File: config.mk
export PLATFORM = sky130hd
export DESIGN_NAME = pci_master_req_flat
export DESIGN_NICKNAME = d
export VERILOG_FILES = /design/src/rtl/pci_master_req_pkg.sv /design/src/rtl/pci_master_req_if.sv /design/src/rtl/pci_master_req_lat_timer.sv /design/src/rtl/pci_master_req.sv /design/src/flat_wrapper.sv
export SDC_FILE = /design/constraint.sdc
export NUM_CORES = 1
export LEC_CHECK = 0
export CAP_MARGIN = 20
export CORE_MARGIN = 1.5
export CORE_UTILIZATION = 49
export CTS_CLUSTER_SIZE = 25
export DETAILED_ROUTE_END_ITERATION = 8
export PLACE_DENSITY = 0.78
export SLEW_MARGIN = 30
export SYNTH_ARGS = -nofsm -noshare
export SYNTH_HDL_FRONTEND = slang
export SYNTH_SLANG_ARGS = --single-unit
File: constraint.sdc
create_clock -name clk -period 1.73 [get_ports clk]
set_input_delay 0.346 -clock clk [delete_from_list [all_inputs] [get_ports clk]]
set_output_delay 0.346 -clock clk [all_outputs]
set_load 0.1 [all_outputs]
File: src/rtl/pci_master_req_pkg.sv
// Shared definitions for the PCI initiator bus-ownership controller.
// Optional latency-timer preemption is built when PCI_LAT_TIMER_EN is defined.
package pci_master_req_pkg;

    // Controller states: IDLE -> REQ -> ADDR -> DATA -> TURN -> IDLE
    typedef enum logic [2:0] {
        StIdle,
        StReq,
        StAddr,
        StData,
        StTurn
    } state_e;

    // PCI control lines are active low
    localparam logic ASSERTED   = 1'b0;
    localparam logic DEASSERTED = 1'b1;

endpackage

File: src/rtl/pci_master_req_if.sv
// Local-side burst handshake plus PCI arbitration/control lines of one initiator.
// master: the controller's view; slave: the local requester / bus environment.
interface pci_master_req_if #(
    parameter int unsigned LEN_W = 4
);
    logic             start;
    logic [LEN_W-1:0] len;
    logic             busy;
    logic             done;
    logic             preempted;
    logic [LEN_W-1:0] remaining;
    logic             data_ack;
    logic             ad_oe;
    logic             REQ_n;
    logic             GNT_n;
    logic             FRAME_n;
    logic             IRDY_n;
    logic             FRAME_n_in;
    logic             IRDY_n_in;
    logic             TRDY_n;

    modport master (
        input  start, len, GNT_n, FRAME_n_in, IRDY_n_in, TRDY_n,
        output busy, done, preempted, remaining, data_ack, ad_oe, REQ_n, FRAME_n, IRDY_n
    );

    modport slave (
        output start, len, GNT_n, FRAME_n_in, IRDY_n_in, TRDY_n,
        input  busy, done, preempted, remaining, data_ack, ad_oe, REQ_n, FRAME_n, IRDY_n
    );
endinterface

File: src/rtl/pci_master_req_lat_timer.sv
// Latency timer: loaded during the address phase, counts down once per data cycle,
// saturates at zero. Only instantiated when PCI_LAT_TIMER_EN is defined.
module pci_lat_timer #(
    parameter int unsigned LAT_TIMER = 8
) (
    input  logic clk,
    input  logic reset,
    input  logic load,
    input  logic dec,
    // high when the timer is at or reaches zero at the end of this data cycle
    output logic expiring
);
    logic [7:0] count_q;

    // Load / saturating down-count
    always_ff @(posedge clk or posedge reset) begin
        if (reset) begin
            count_q <= 8'd0;
        end else if (load) begin
            count_q <= 8'(LAT_TIMER);
        end else if (dec && (count_q != 8'd0)) begin
            count_q <= count_q - 8'd1;
        end
    end

    assign expiring = dec && (count_q <= 8'd1);
endmodule

File: src/rtl/pci_master_req.sv
// PCI initiator bus-ownership controller: requests the bus, waits for grant and idle bus,
// runs the address phase and counts TRDY#-completed data phases until the burst ends.
// Define PCI_LAT_TIMER_EN to enable latency-timer preemption of long bursts.
module pci_master_req
    import pci_master_req_pkg::*;
#(
    parameter int unsigned LEN_W     = 4,
    parameter int unsigned LAT_TIMER = 8
) (
    input logic             clk,
    input logic             reset,
    pci_master_req_if.master bus
);
    state_e           state_q;
    logic [LEN_W-1:0] cnt_q;
    logic [LEN_W-1:0] remaining_q;
    logic             req_n_q, frame_n_q, irdy_n_q, ad_oe_q;
    logic             busy_q, done_q, preempted_q, data_ack_q;

    logic             cnt_is_one;
    logic [LEN_W-1:0] cnt_dec;
    logic             cut;

    assign cnt_is_one = (cnt_q == LEN_W'(1));
    assign cnt_dec    = cnt_q - LEN_W'(1);

`ifdef PCI_LAT_TIMER_EN
    logic timer_load, timer_dec, expiring;

    assign timer_load = (state_q == StAddr);
    assign timer_dec  = (state_q == StData);

    pci_lat_timer #(
        .LAT_TIMER (LAT_TIMER)
    ) u_lat_timer (
        .clk      (clk),
        .reset    (reset),
        .load     (timer_load),
        .dec      (timer_dec),
        .expiring (expiring)
    );

    // Timer ran out and grant was taken away: the phase after this one is the last
    assign cut = expiring && (bus.GNT_n == DEASSERTED);
`else
    // Timer length only matters when the latency timer is built in
    logic unused_lat_timer;
    assign unused_lat_timer = ^LAT_TIMER;
    assign cut = 1'b0;
`endif

    // Single FSM with all bus and status outputs registered
    always_ff @(posedge clk or posedge reset) begin
        if (reset) begin
            state_q     <= StIdle;
            cnt_q       <= '0;
            remaining_q <= '0;
            req_n_q     <= DEASSERTED;
            frame_n_q   <= DEASSERTED;
            irdy_n_q    <= DEASSERTED;
            ad_oe_q     <= 1'b0;
            busy_q      <= 1'b0;
            done_q      <= 1'b0;
            preempted_q <= 1'b0;
            data_ack_q  <= 1'b0;
        end else begin
            data_ack_q <= 1'b0;
            unique case (state_q)
                StIdle: begin
                    if (bus.start && (bus.len != '0)) begin
                        cnt_q   <= bus.len;
                        req_n_q <= ASSERTED;
                        busy_q  <= 1'b1;
                        state_q <= StReq;
                    end
                end
                StReq: begin
                    if ((bus.GNT_n == ASSERTED) && (bus.FRAME_n_in == DEASSERTED) &&
                        (bus.IRDY_n_in == DEASSERTED)) begin
                        frame_n_q <= ASSERTED;
                        ad_oe_q   <= 1'b1;
                        if (cnt_is_one) req_n_q <= DEASSERTED;
                        state_q   <= StAddr;
                    end
                end
                StAddr: begin
                    irdy_n_q  <= ASSERTED;
                    frame_n_q <= cnt_is_one ? DEASSERTED : ASSERTED;
                    req_n_q   <= cnt_is_one ? DEASSERTED : ASSERTED;
                    state_q   <= StData;
                end
                StData: begin
                    if (bus.TRDY_n == ASSERTED) begin
                        data_ack_q <= 1'b1;
                        cnt_q      <= cnt_dec;
                        // FRAME# already high means this was the last phase
                        if (frame_n_q == DEASSERTED) begin
                            frame_n_q   <= DEASSERTED;
                            irdy_n_q    <= DEASSERTED;
                            req_n_q     <= DEASSERTED;
                            ad_oe_q     <= 1'b0;
                            done_q      <= 1'b1;
                            remaining_q <= cnt_dec;
                            preempted_q <= !cnt_is_one;
                            state_q     <= StTurn;
                        end else if ((cnt_dec == LEN_W'(1)) || cut) begin
                            frame_n_q <= DEASSERTED;
                            req_n_q   <= DEASSERTED;
                        end
                    end else if (cut) begin
                        frame_n_q <= DEASSERTED;
                        req_n_q   <= DEASSERTED;
                    end
                end
                StTurn: begin
                    done_q      <= 1'b0;
                    preempted_q <= 1'b0;
                    busy_q      <= 1'b0;
                    state_q     <= StIdle;
                end
                default: state_q <= StIdle;
            endcase
        end
    end

    assign bus.REQ_n     = req_n_q;
    assign bus.FRAME_n   = frame_n_q;
    assign bus.IRDY_n    = irdy_n_q;
    assign bus.ad_oe     = ad_oe_q;
    assign bus.busy      = busy_q;
    assign bus.done      = done_q;
    assign bus.preempted = preempted_q;
    assign bus.remaining = remaining_q;
    assign bus.data_ack  = data_ack_q;
endmodule

File: src/flat_wrapper.sv
// flat-port wrapper written by rule: the top's interface ports become plain ports
module pci_master_req_flat import pci_master_req_pkg::*;
#(
    parameter int unsigned LEN_W     = 4,
    parameter int unsigned LAT_TIMER = 8
)
  (clk, reset, bus_start, bus_len, bus_GNT_n, bus_FRAME_n_in, bus_IRDY_n_in, bus_TRDY_n, bus_busy, bus_done, bus_preempted, bus_remaining, bus_data_ack, bus_ad_oe, bus_REQ_n, bus_FRAME_n, bus_IRDY_n);
  pci_master_req_if #(.LEN_W(LEN_W)) bus_i ();
  input logic clk;
  input logic reset;
  input wire logic [$bits(bus_i.start)-1:0] bus_start;
  input wire logic [$bits(bus_i.len)-1:0] bus_len;
  input wire logic [$bits(bus_i.GNT_n)-1:0] bus_GNT_n;
  input wire logic [$bits(bus_i.FRAME_n_in)-1:0] bus_FRAME_n_in;
  input wire logic [$bits(bus_i.IRDY_n_in)-1:0] bus_IRDY_n_in;
  input wire logic [$bits(bus_i.TRDY_n)-1:0] bus_TRDY_n;
  output wire logic [$bits(bus_i.busy)-1:0] bus_busy;
  output wire logic [$bits(bus_i.done)-1:0] bus_done;
  output wire logic [$bits(bus_i.preempted)-1:0] bus_preempted;
  output wire logic [$bits(bus_i.remaining)-1:0] bus_remaining;
  output wire logic [$bits(bus_i.data_ack)-1:0] bus_data_ack;
  output wire logic [$bits(bus_i.ad_oe)-1:0] bus_ad_oe;
  output wire logic [$bits(bus_i.REQ_n)-1:0] bus_REQ_n;
  output wire logic [$bits(bus_i.FRAME_n)-1:0] bus_FRAME_n;
  output wire logic [$bits(bus_i.IRDY_n)-1:0] bus_IRDY_n;
  assign bus_i.start = bus_start;
  assign bus_i.len = bus_len;
  assign bus_i.GNT_n = bus_GNT_n;
  assign bus_i.FRAME_n_in = bus_FRAME_n_in;
  assign bus_i.IRDY_n_in = bus_IRDY_n_in;
  assign bus_i.TRDY_n = bus_TRDY_n;
  assign bus_busy = bus_i.busy;
  assign bus_done = bus_i.done;
  assign bus_preempted = bus_i.preempted;
  assign bus_remaining = bus_i.remaining;
  assign bus_data_ack = bus_i.data_ack;
  assign bus_ad_oe = bus_i.ad_oe;
  assign bus_REQ_n = bus_i.REQ_n;
  assign bus_FRAME_n = bus_i.FRAME_n;
  assign bus_IRDY_n = bus_i.IRDY_n;
  pci_master_req #(.LEN_W(LEN_W), .LAT_TIMER(LAT_TIMER)) u_core (.clk(clk), .reset(reset), .bus(bus_i));
endmodule
==> results of run 1 <==
==> worst max-delay path by stage <==
| stage | end | slack, ns | depth (start not counted) | start |
|---|---|---|---|---|
| 2_1_floorplan | u_core.bus.remaining[0] | 0.005 | 5 | u_core.bus.FRAME_n |
| 6_report | u_core.cnt_q[3] | 0.05 | 6 | bus_len[0] |
| 4_1_cts | u_core.cnt_q[3] | 0.08 | 6 | bus_len[0] |
| 3_3_place_gp | u_core.cnt_q[3] | -0.18 | 6 | bus_len[0] |
| 5_1_grt | u_core.cnt_q[3] | -0.005 | 6 | bus_len[0] |
| 3_5_place_dp | u_core.cnt_q[3] | -0.25 | 6 | bus_len[0] |
==> cell usage after synthesis (all sizes together) (2+ instances only) <==
master and number:
o21ai 8, ha 3, xnor2 2, nand2 17, dfrtp 16, o41ai 2
buf 3, inv 8, o211ai 2, o22ai 2, dfstp 3, a211oi 2
or2 3, nand3 3, nor2 11, a21oi 6, o21a 3
==> critical path: cells and delay by family <==
family | cells | cell delay (ns)
buffers and inverters | 2 | 0.70
AO/OA/AOI/OAI | 4 | 0.84
==> cell families (layout without fill, tap and decap cells) <==
group	after synthesis	after routing	synth area share [%]
xor+xnor	2	2	1.65
compound gates	32	32	24.1
mux	2	2	2.36
simple gates	40	40	18.1
flops	19	19	45.1
fa+ha+maj	3	3	3.53
buf+inv	12	45	5.06
==> final cells by class <==
class	count	share of cell area, %
Timing Repair Buffer	33	27.7
Tap cell	27	2.21
Multi-Input combinational cell	79	34.7
Sequential cell	19	31.7
Clock buffer	4	1.72
Inverter	8	1.97
==> metrics by stage <==
| step | area [µm²] | setup WS, ns | hold slack, ns |
|---|---|---|---|
| 3_5_place_dp | 1490 | -0.253 | 0.475 |
| 4_1_cts | 1520 | 0.0802 | 0.356 |
| 2_1_floorplan | 1070 | 0.00540 | 0.295 |
| 5_1_grt | 1530 | -0.00526 | 0.385 |
| 6_report | 1530 | 0.0491 | 0.361 |
| 3_3_place_gp | 1490 | -0.183 | 0.468 |
==> routing by layer <==
metal	part of all wire, %	up-vias	global-route usage, %
met5	0	-	0
met4	1.1	0	7.87
met3	4.5	3	6.06
met2	53	26	40.9
met1	41	443	24.8
li1	-	453	-
==> sequential cells by signal (all words and copies together), names as in the netlist <==
| signal | flops |
|---|---|
| u_core.bus.FRAME_n | 1 |
| u_core.bus.IRDY_n | 1 |
| u_core.bus.REQ_n | 1 |
| u_core.bus.ad_oe | 1 |
| u_core.bus.busy | 1 |
| u_core.bus.data_ack | 1 |
| u_core.bus.done | 1 |
| u_core.bus.preempted | 1 |
| u_core.bus.remaining | 4 |
| u_core.cnt_q | 4 |
| u_core.state_q | 3 |
==> what timing repair did <==
action / 4_1_cts / 5_1_grt
endpoints found under the setup margin: 0 / 3
hold buffers: 0 / 0
buffers inserted: 0 / 1
==> key figures, run 1 <==
Drt
  • Vias/cell: 5.44
  • Via count: 925
  • DRC violations left: 0
  • Post-DRT Antenna Nets: 0
  • Iteration count of the initial detailed-routing pass: 4
  • WL final: 2.37 mm
  • Initial DRC count: 19
  • Avg WL per Cell: 13.9 µm

Floorplan
  • Floorplan row count: 16
  • Io pins: 23
  • Starting density of the core: 53.1%
  • Die Wd: 49.6 µm
  • Die height: 49.6 µm
  • Die Area: 2460 µm²
  • CORE AREA: 2000 µm²

Yosys
  • Synth top area share: 37.7%
  • Ys async rst share: 100%
  • Synthesized Nets: 124
  • Cell count after synthesis: 110
  • Synth area leaders: dfrtp_1 (38%), dfstp_2 (7.4%), nand2_1 (6.0%)
  • Seq/Total Area, Yosys: 45.1%
  • Synth warn: 0
  • EDFF count, synth: 0
  • Cell variety after synth: 39
  • Syn avg cell area: 9.66 µm²
  • Synth Register Bits: 19
  • Post-synthesis cell area: 1060 µm²
  • Area leader, netlist: dfrtp_1
  • Most used DFF post-synth: dfrtp_1

Setup path
  • Startpoint types: input port
  • Crit Path Category: in2reg
  • Worst path required time: 1.93 ns
  • Critical path's slowest cell: clkdlybuf4s50_1
  • Reg-to-reg critical path startpoint: u_core.cnt_q[0]
  • CP Cell Sequence: clkdlybuf4s50_1 -> o41ai_4 -> buf_4 -> o32ai_4 -> o21ai_2 -> a22o_1
  • Critical Path Fanout Max: 7
  • Worst R2R Path Depth: 6
  • CP peak stage delay: 0.54 ns
  • R2R Path End: u_core.bus.REQ_n
  • Crit path DAT: 1.88 ns
  • Worst setup EP type: register
  • Flop2flop setup slack: 0.10 ns

Timing
  • Hold Fails Final Rpt: 0
  • Slew @ Worst Pin: 0.481 ns
  • Maximum clock rate: 595 MHz
  • Setup Viol. Count Final: 0
  • Crit share post-route: 97.2%
  • Clk_skew: 0.00117 ns
  • Fin Setup TNS: 0 ns
  • Post-route minimum period: 1.68 ns
  • Worst rel slew slack: 67.7%
  • Slew Viols, Final: 0

Finish
  • Non-Filler Instances: 170
  • Filler cell count: 146
  • Antenna cells: 0
  • Commonest non-fill, non-tap cells in the layout: nand2_1 (17), dfrtp_1 (16), buf_12 (12)
  • Commonest non-fill, non-tap cell in the layout: nand2_1
  • Final net count: 158
  • Final Util: 76.2%
  • Synth-to-layout area growth: 43.6%
  • Share of final-layout standard cells stronger than drive strength 1: 29.4%
  • Register area: 483 µm²
  • Footprint of the multi-input gates: 529 µm²

Clock network
  • Clk Latency, worst-skew pair: 0.31 ns
  • Htree depth: 1
  • Post-CTS Resized: 0
  • Clk sinks: 19
  • Clock Path Buffers: 2
  • Root Driver: clkbuf_4
  • Clock buffer count from CTS: 3
  • CTS tree: done
  • Clk slew on worst S/H paths: 0.10 ns

Placed design
  • Post-DP HPWL: 1.93 mm
  • Buffers on Ports: 22
  • GPL Wtd Cong: 0.884
  • Cell total after placement: 165

Global routing
  • First-pass GRT wire length: 4.17 mm
  • Remaining Overflow, GRT: 0
  • Vias in the first global route: 913
  • Total GRT Usage: 22.4%
  • Largest net degree at the start of global routing: 20
  • Initial antenna violation count: 0

Flow run
  • Max_cap viols: 0

Outcome
  • Status: complete, no violations

Min path
  • Hold WC Path Type: in2async
Power of run 1 is not shown: default switching activity piles up to over one toggle a cycle in this logic, so the estimate is an artifact.
==> inputs of run 2 (changes only) <==
CORE_UTILIZATION = 53   (was 49)
PLACE_DENSITY = 0.83   (was 0.78)
TNS_END_PERCENT = 100   (was unset)
clock period = 2 ns   (was 1.73 ns; I/O delays follow)
==> run 2 against run 1 <==
Against the previous run: core utilization shrank 5.2 points; via count shrank 3.2%; wire length is 7.2% lower; critical endpoint is now u_core.bus.FRAME_n; largest cell class unchanged.
==> key figures, run 2 (synthesis results as in run 1) <==
Setup path
  • Worst Path Buf+Inv: 1 (-1)
  • Worst R2R Path Depth: 7 (+1)
  • Startpoint types: register
  • Flop2flop setup slack: 0.19 ns (+0.09 ns)
  • Crit path DAT: 2.05 ns (+0.17 ns)
  • Family with the most delay on the worst path: compound AO/OA/AOI/OAI gates
  • Critical path depth in cells: 7 (+1)
  • Critical path's slowest cell: dfrtp_1
  • CP peak stage delay: 0.45 ns (-0.09 ns)
  • Worst path required time: 2.24 ns (+0.31 ns)
  • Worst setup EP type: register
  • CP Cell Sequence: inv_1 -> ha_1 -> or2_2 -> o211ai_1 -> a31oi_1 -> o22ai_1 -> o21a_1
  • Crit Path Category: reg2reg
  • Critical Path Fanout Max: 6 (-1)

Drt
  • WL final: 2.20 mm (-7.2%)
  • Met2 wire len: 1.03 mm (-18%)
  • DR top layer: met4
  • Metal3 WL: 130 µm (+23%)
  • Iteration count of the initial detailed-routing pass: 4 (unchanged)
  • DRC violations left: 0 (unchanged)
  • Wire length on met1: 993 µm (+1.2%)
  • Via count: 895 (-3.2%)
  • Post-DRT Antenna Nets: 0 (unchanged)
  • Avg WL per Cell: 13.4 µm (-3.8%)
  • Initial DRC count: 35 (+16)
  • Vias/cell: 5.46 (+0.30%)

Timing
  • Hold Fails Final Rpt: 0 (unchanged)
  • Setup Viol. Count Final: 0 (unchanged)
  • Worst rel slew slack: 70.0% (+2.3 points)
  • Maximum clock rate: 553 MHz
  • Clk_skew: 0.00279 ns (+0.00163 ns)
  • Crit share post-route: 90.5%
  • Slew @ Worst Pin: 0.447 ns (-0.0345 ns)
  • Setup repair after global routing missed its margin: no
  • Post-route minimum period: 1.81 ns
  • Slew Viols, Final: 0 (unchanged)

Clock network
  • Hold Buf Count CTS: 0 (unchanged)
  • Clk sinks: 19 (unchanged)
  • Clock buffer count from CTS: 3 (unchanged)
  • Post-CTS Resized: 0 (unchanged)
  • Htree depth: 1 (unchanged)
  • Clk Latency, worst-skew pair: 0.29 ns (-0.02 ns)
  • Root Driver: clkbuf_4
  • CTS tree: done
  • Clk slew on worst S/H paths: 0.10 ns (about the same)
  • Postcts setup bufs: 0 (unchanged)
  • Clock Path Buffers: 2 (unchanged)

Floorplan
  • Floorplan row count: 16 (unchanged)
  • Die Area: 2280 µm² (-7.1%)
  • CORE AREA: 1920 µm² (-4.0%)
  • Die height: 47.8 µm (-3.6%)
  • Die Wd: 47.8 µm (-3.6%)
  • Io pins: 23 (unchanged)
  • Starting density of the core: 55.3% (+2.2 points)

Placed design
  • Cell total after placement: 160 (-3.0%)
  • Post-DP HPWL: 1.68 mm (-13%)
  • GPL Wtd Cong: 0.968 (+9.6%)
  • DP Area: 1340 µm² (-10%)
  • Buffers on Ports: 22 (unchanged)

Finish
  • Synth-to-layout area growth: 28.5%
  • Non-Filler Instances: 164 (-3.5%)
  • Antenna cells: 0 (unchanged)
  • Share of final-layout standard cells stronger than drive strength 1: 27.0% (-2.4 points)
  • Design area: 1370 µm² (-11%)
  • Final net count: 152 (-3.8%)
  • Commonest non-fill, non-tap cell in the layout: nand2_1
  • Commonest non-fill, non-tap cells in the layout: nand2_1 (17), dfrtp_1 (16), buf_4 (14)

Global routing
  • Largest net degree at the start of global routing: 20 (unchanged)
  • Vias in the first global route: 751 (-18%)
  • Remaining Overflow, GRT: 0 (unchanged)
  • Total GRT Usage: 22.1% (-0.35 points)
  • Initial antenna violation count: 0 (unchanged)
  • First-pass GRT wire length: 3.44 mm (-18%)

Flow run
  • Max_cap viols: 0 (unchanged)

Min path
  • Hold WC Path Type: in2async

Outcome
  • Status: complete, no violations
==> run 2: routing by layer <==
| layer | up-vias | track usage, % |
|---|---|---|
| li1 | 447 | - |
| met1 | 408 | 32.4 |
| met2 | 34 | 31.2 |
| met3 | 6 | 4.53 |
| met4 | 0 | 9.73 |
| met5 | - | 0 |
==> run 2: final timing paths <==
| path | startpoint | end |
|---|---|---|
| min in group clk | u_core.bus.done | u_core.bus.done |
| setup / recovery | u_core.cnt_q[1] | u_core.bus.FRAME_n |
| hold reg to reg | u_core.bus.done | u_core.bus.done |
| setup reg to reg | u_core.cnt_q[1] | u_core.bus.FRAME_n |
| max in group asynchronous | reset | u_core.bus.IRDY_n |
| hold / removal | reset | u_core.bus.preempted |
==> run 2: cell type report <==
type / instances / area, µm²
sequential: 19 / 479
timing repair buffer: 27 / 265
multi-input combinational: 79 / 529
tap: 27 / 33.8
inverter: 8 / 30.0
clock buffer: 3 / 22.5
fill: 152 / 557
clock inverter: 1 / 5.00
==> run 2: per-stage QoR <==
stage               setup TNS, ns  util (%)  setup WS, ns  hold slack, ns
global route                    0      71.0        0.0872           0.431
global placement                0      69.6        0.0279           0.461
CTS                             0      71.0         0.210           0.417
detailed placement        -0.0270      69.6       -0.0250           0.474
floorplan                       0         -         0.161           0.349
finish                          0      71.0         0.190           0.417
==> run 2: tightest hold or removal path, delay by kind of cell <==
kind,cells,cell delay [ns]
buf+inv,3,0.69
Power of run 2 is left out for the same reason.
==> inputs of run 3 (changes only) <==
CORE_ASPECT_RATIO = 1.5   (was unset)
CORE_MARGIN = unset   (was 1.5)
CORE_UTILIZATION = 44   (was 53)
PLACE_DENSITY = 0.71   (was 0.83)
==> run 3 against run 2 <==
Against the previous run: wire length increased by 6.8%; first-iteration DRC count decreased by 71%; core utilization decreased by 10 points; critical path depth decreased by 1; register-to-register slack got worse by 0.03 ns; non-clock buffer count increased by 1; cell area increased by 0.92%; via count increased by 3.2%; worst hold slack got worse by 0.017 ns.
==> key figures, run 3 (synthesis results as in run 1) <==
Setup path
  • Worst setup EP type: register
  • Crit path DAT: 2.09 ns (+0.04 ns)
  • CP peak stage delay: 0.49 ns (+0.04 ns)
  • Flop2flop setup slack: 0.16 ns (-0.03 ns)
  • Worst Path Buf+Inv: 1 (unchanged)
  • Critical path's slowest cell: dfrtp_1
  • Reg-to-reg critical path startpoint: u_core.cnt_q[1]
  • CP Cell Sequence: inv_1 -> ha_1 -> o41ai_2 -> a31oi_1 -> o22ai_1 -> o21a_1
  • Critical Path Fanout Max: 6 (unchanged)
  • Worst R2R Path Depth: 6 (-1)
  • Startpoint types: register
  • Family with the most delay on the worst path: compound AO/OA/AOI/OAI gates
  • R2R Path End: u_core.bus.FRAME_n
  • Crit Path Category: reg2reg
  • Worst path required time: 2.25 ns (about the same)

Drt
  • Vias/cell: 5.74 (+5.2%)
  • WL final: 2.35 mm (+6.8%)
  • Post-DRT Antenna Nets: 0 (unchanged)
  • Iteration count of the initial detailed-routing pass: 3 (-1)
  • DRC violations left: 0 (unchanged)
  • Initial DRC count: 10 (-71%)
  • Via count: 924 (+3.2%)
  • Avg WL per Cell: 14.6 µm (+8.8%)

Outcome
  • Status: complete, no violations

Finish
  • Share of final-layout standard cells stronger than drive strength 1: 28.3% (+1.3 points)
  • Synth-to-layout area growth: 29.7%
  • Commonest non-fill, non-tap cell in the layout: nand2_1
  • Final net count: 153 (+0.66%)
  • Footprint of the multi-input gates: 537 µm² (+1.4%)
  • Filler cell count: 205 (+35%)
  • Commonest non-fill, non-tap cells in the layout: nand2_1 (17), dfrtp_1 (16), buf_4 (15)
  • Register area: 479 µm² (unchanged)
  • Antenna cells: 0 (unchanged)

Clock network
  • Clk slew on worst S/H paths: 0.12 ns (+0.02 ns)
  • Hold Buf Count CTS: 0 (unchanged)
  • Clk Latency, worst-skew pair: 0.31 ns (+0.02 ns)
  • Htree depth: 1 (unchanged)
  • Root Driver: clkbuf_4
  • Clock buffer count from CTS: 3 (unchanged)
  • Clock Path Buffers: 2 (unchanged)
  • CTS tree: done
  • Clk sinks: 19 (unchanged)

Floorplan
  • Die Wd: 42.1 µm (-12%)
  • CORE AREA: 2260 µm² (+18%)
  • Starting density of the core: 47.0% (-8.3 points)
  • Die Area: 2620 µm² (+15%)
  • Floorplan row count: 21 (+5)
  • Io pins: 23 (unchanged)
  • Die height: 62.2 µm (+30%)

Global routing
  • Total GRT Usage: 19.1% (-3.0 points)
  • Largest net degree at the start of global routing: 20 (unchanged)
  • Vias in the first global route: 908 (+21%)
  • Initial antenna violation count: 0 (unchanged)
  • First-pass GRT wire length: 3.91 mm (+14%)
  • Remaining Overflow, GRT: 0 (unchanged)

Timing
  • Worst rel slew slack: 69.9% (-0.099 points)
  • Hold Fails Final Rpt: 0 (unchanged)
  • Slew Viols, Final: 0 (unchanged)
  • Setup Viol. Count Final: 0 (unchanged)
  • Crit share post-route: 92.1% (+1.6 points)
  • Clk_skew: 0.00986 ns (+0.00706 ns)
  • Fin Hold WS: 0.400 ns (-0.0170 ns)
  • Fin Setup TNS: 0 ns (unchanged)
  • Maximum clock rate: 543 MHz (-1.8%)
  • Post-route minimum period: 1.84 ns (+0.0324 ns)
  • Slew @ Worst Pin: 0.448 ns (+0.00148 ns)
  • Setup repair after global routing missed its margin: no

Min path
  • Hold WC Path Type: in2async

Placed design
  • Post-DP HPWL: 1.79 mm (+6.7%)
  • Buffers on Ports: 22 (unchanged)
  • GPL Wtd Cong: 0.822 (-15%)

Flow run
  • Max_cap viols: 0 (unchanged)
[run 3: cell types whose count changed in the layout (fill, tap and decap cells not counted), sizes merged]
cell      change
clkinv        -1
clkinvlp      +1
buf           +1
[run 3: timing repair]
action	4_1_cts	5_1_grt
setup endpoints to repair	0	1
setup buffers	0	0
resized for setup	0	1
[run 3: layer usage]
layer / vias to the layer above / global-route usage, % / part of all wire [%]
met2: 18 / 34.4 / 54
li1: 439 / - / -
met4: 0 / 8.98 / 2.9
met1: 461 / 21.9 / 40
met3: 6 / 2.03 / 3.0
met5: - / 0 / 0
[run 3: how the worst max path moves through the flow]
stage,from,to,cells after the start
floorplan,u_core.bus.FRAME_n,u_core.bus.remaining[0],5
global placement,bus_len[2],u_core.bus.REQ_n,5
detailed placement,bus_len[2],u_core.bus.REQ_n,5
CTS,u_core.cnt_q[1],u_core.bus.FRAME_n,6
global route,u_core.cnt_q[1],u_core.bus.FRAME_n,6
finish,u_core.cnt_q[1],u_core.bus.FRAME_n,6
[run 3: cell type report]
class / instances / share of cell area [%]
well taps: 23 / 2.09
repair buffers: 28 / 19.8
clock buffers: 3 / 1.63
flip-flops and latches: 19 / 34.8
multi-input cells: 79 / 39.0
clock inverters: 1 / 0.545
inverters: 8 / 2.18
[run 3: tightest hold or removal path, delay by kind of cell]
| family | cells | cell delay (ns) |
|---|---|---|
| buf+inv | 3 | 0.70 |
[run 3: per-stage QoR]
stage	util [%]	area, µm²	std cells	setup slack [ns]
after floorplan	-	1060	110	0.161
after global placement	59.3	1340	157	0.0325
after detailed placement	59.3	1340	157	0.00714
after CTS	60.6	1370	161	0.158
after global routing	61.0	1380	161	0.0154
final	61.0	1380	161	0.158
Power of run 3 is left out for the same reason.
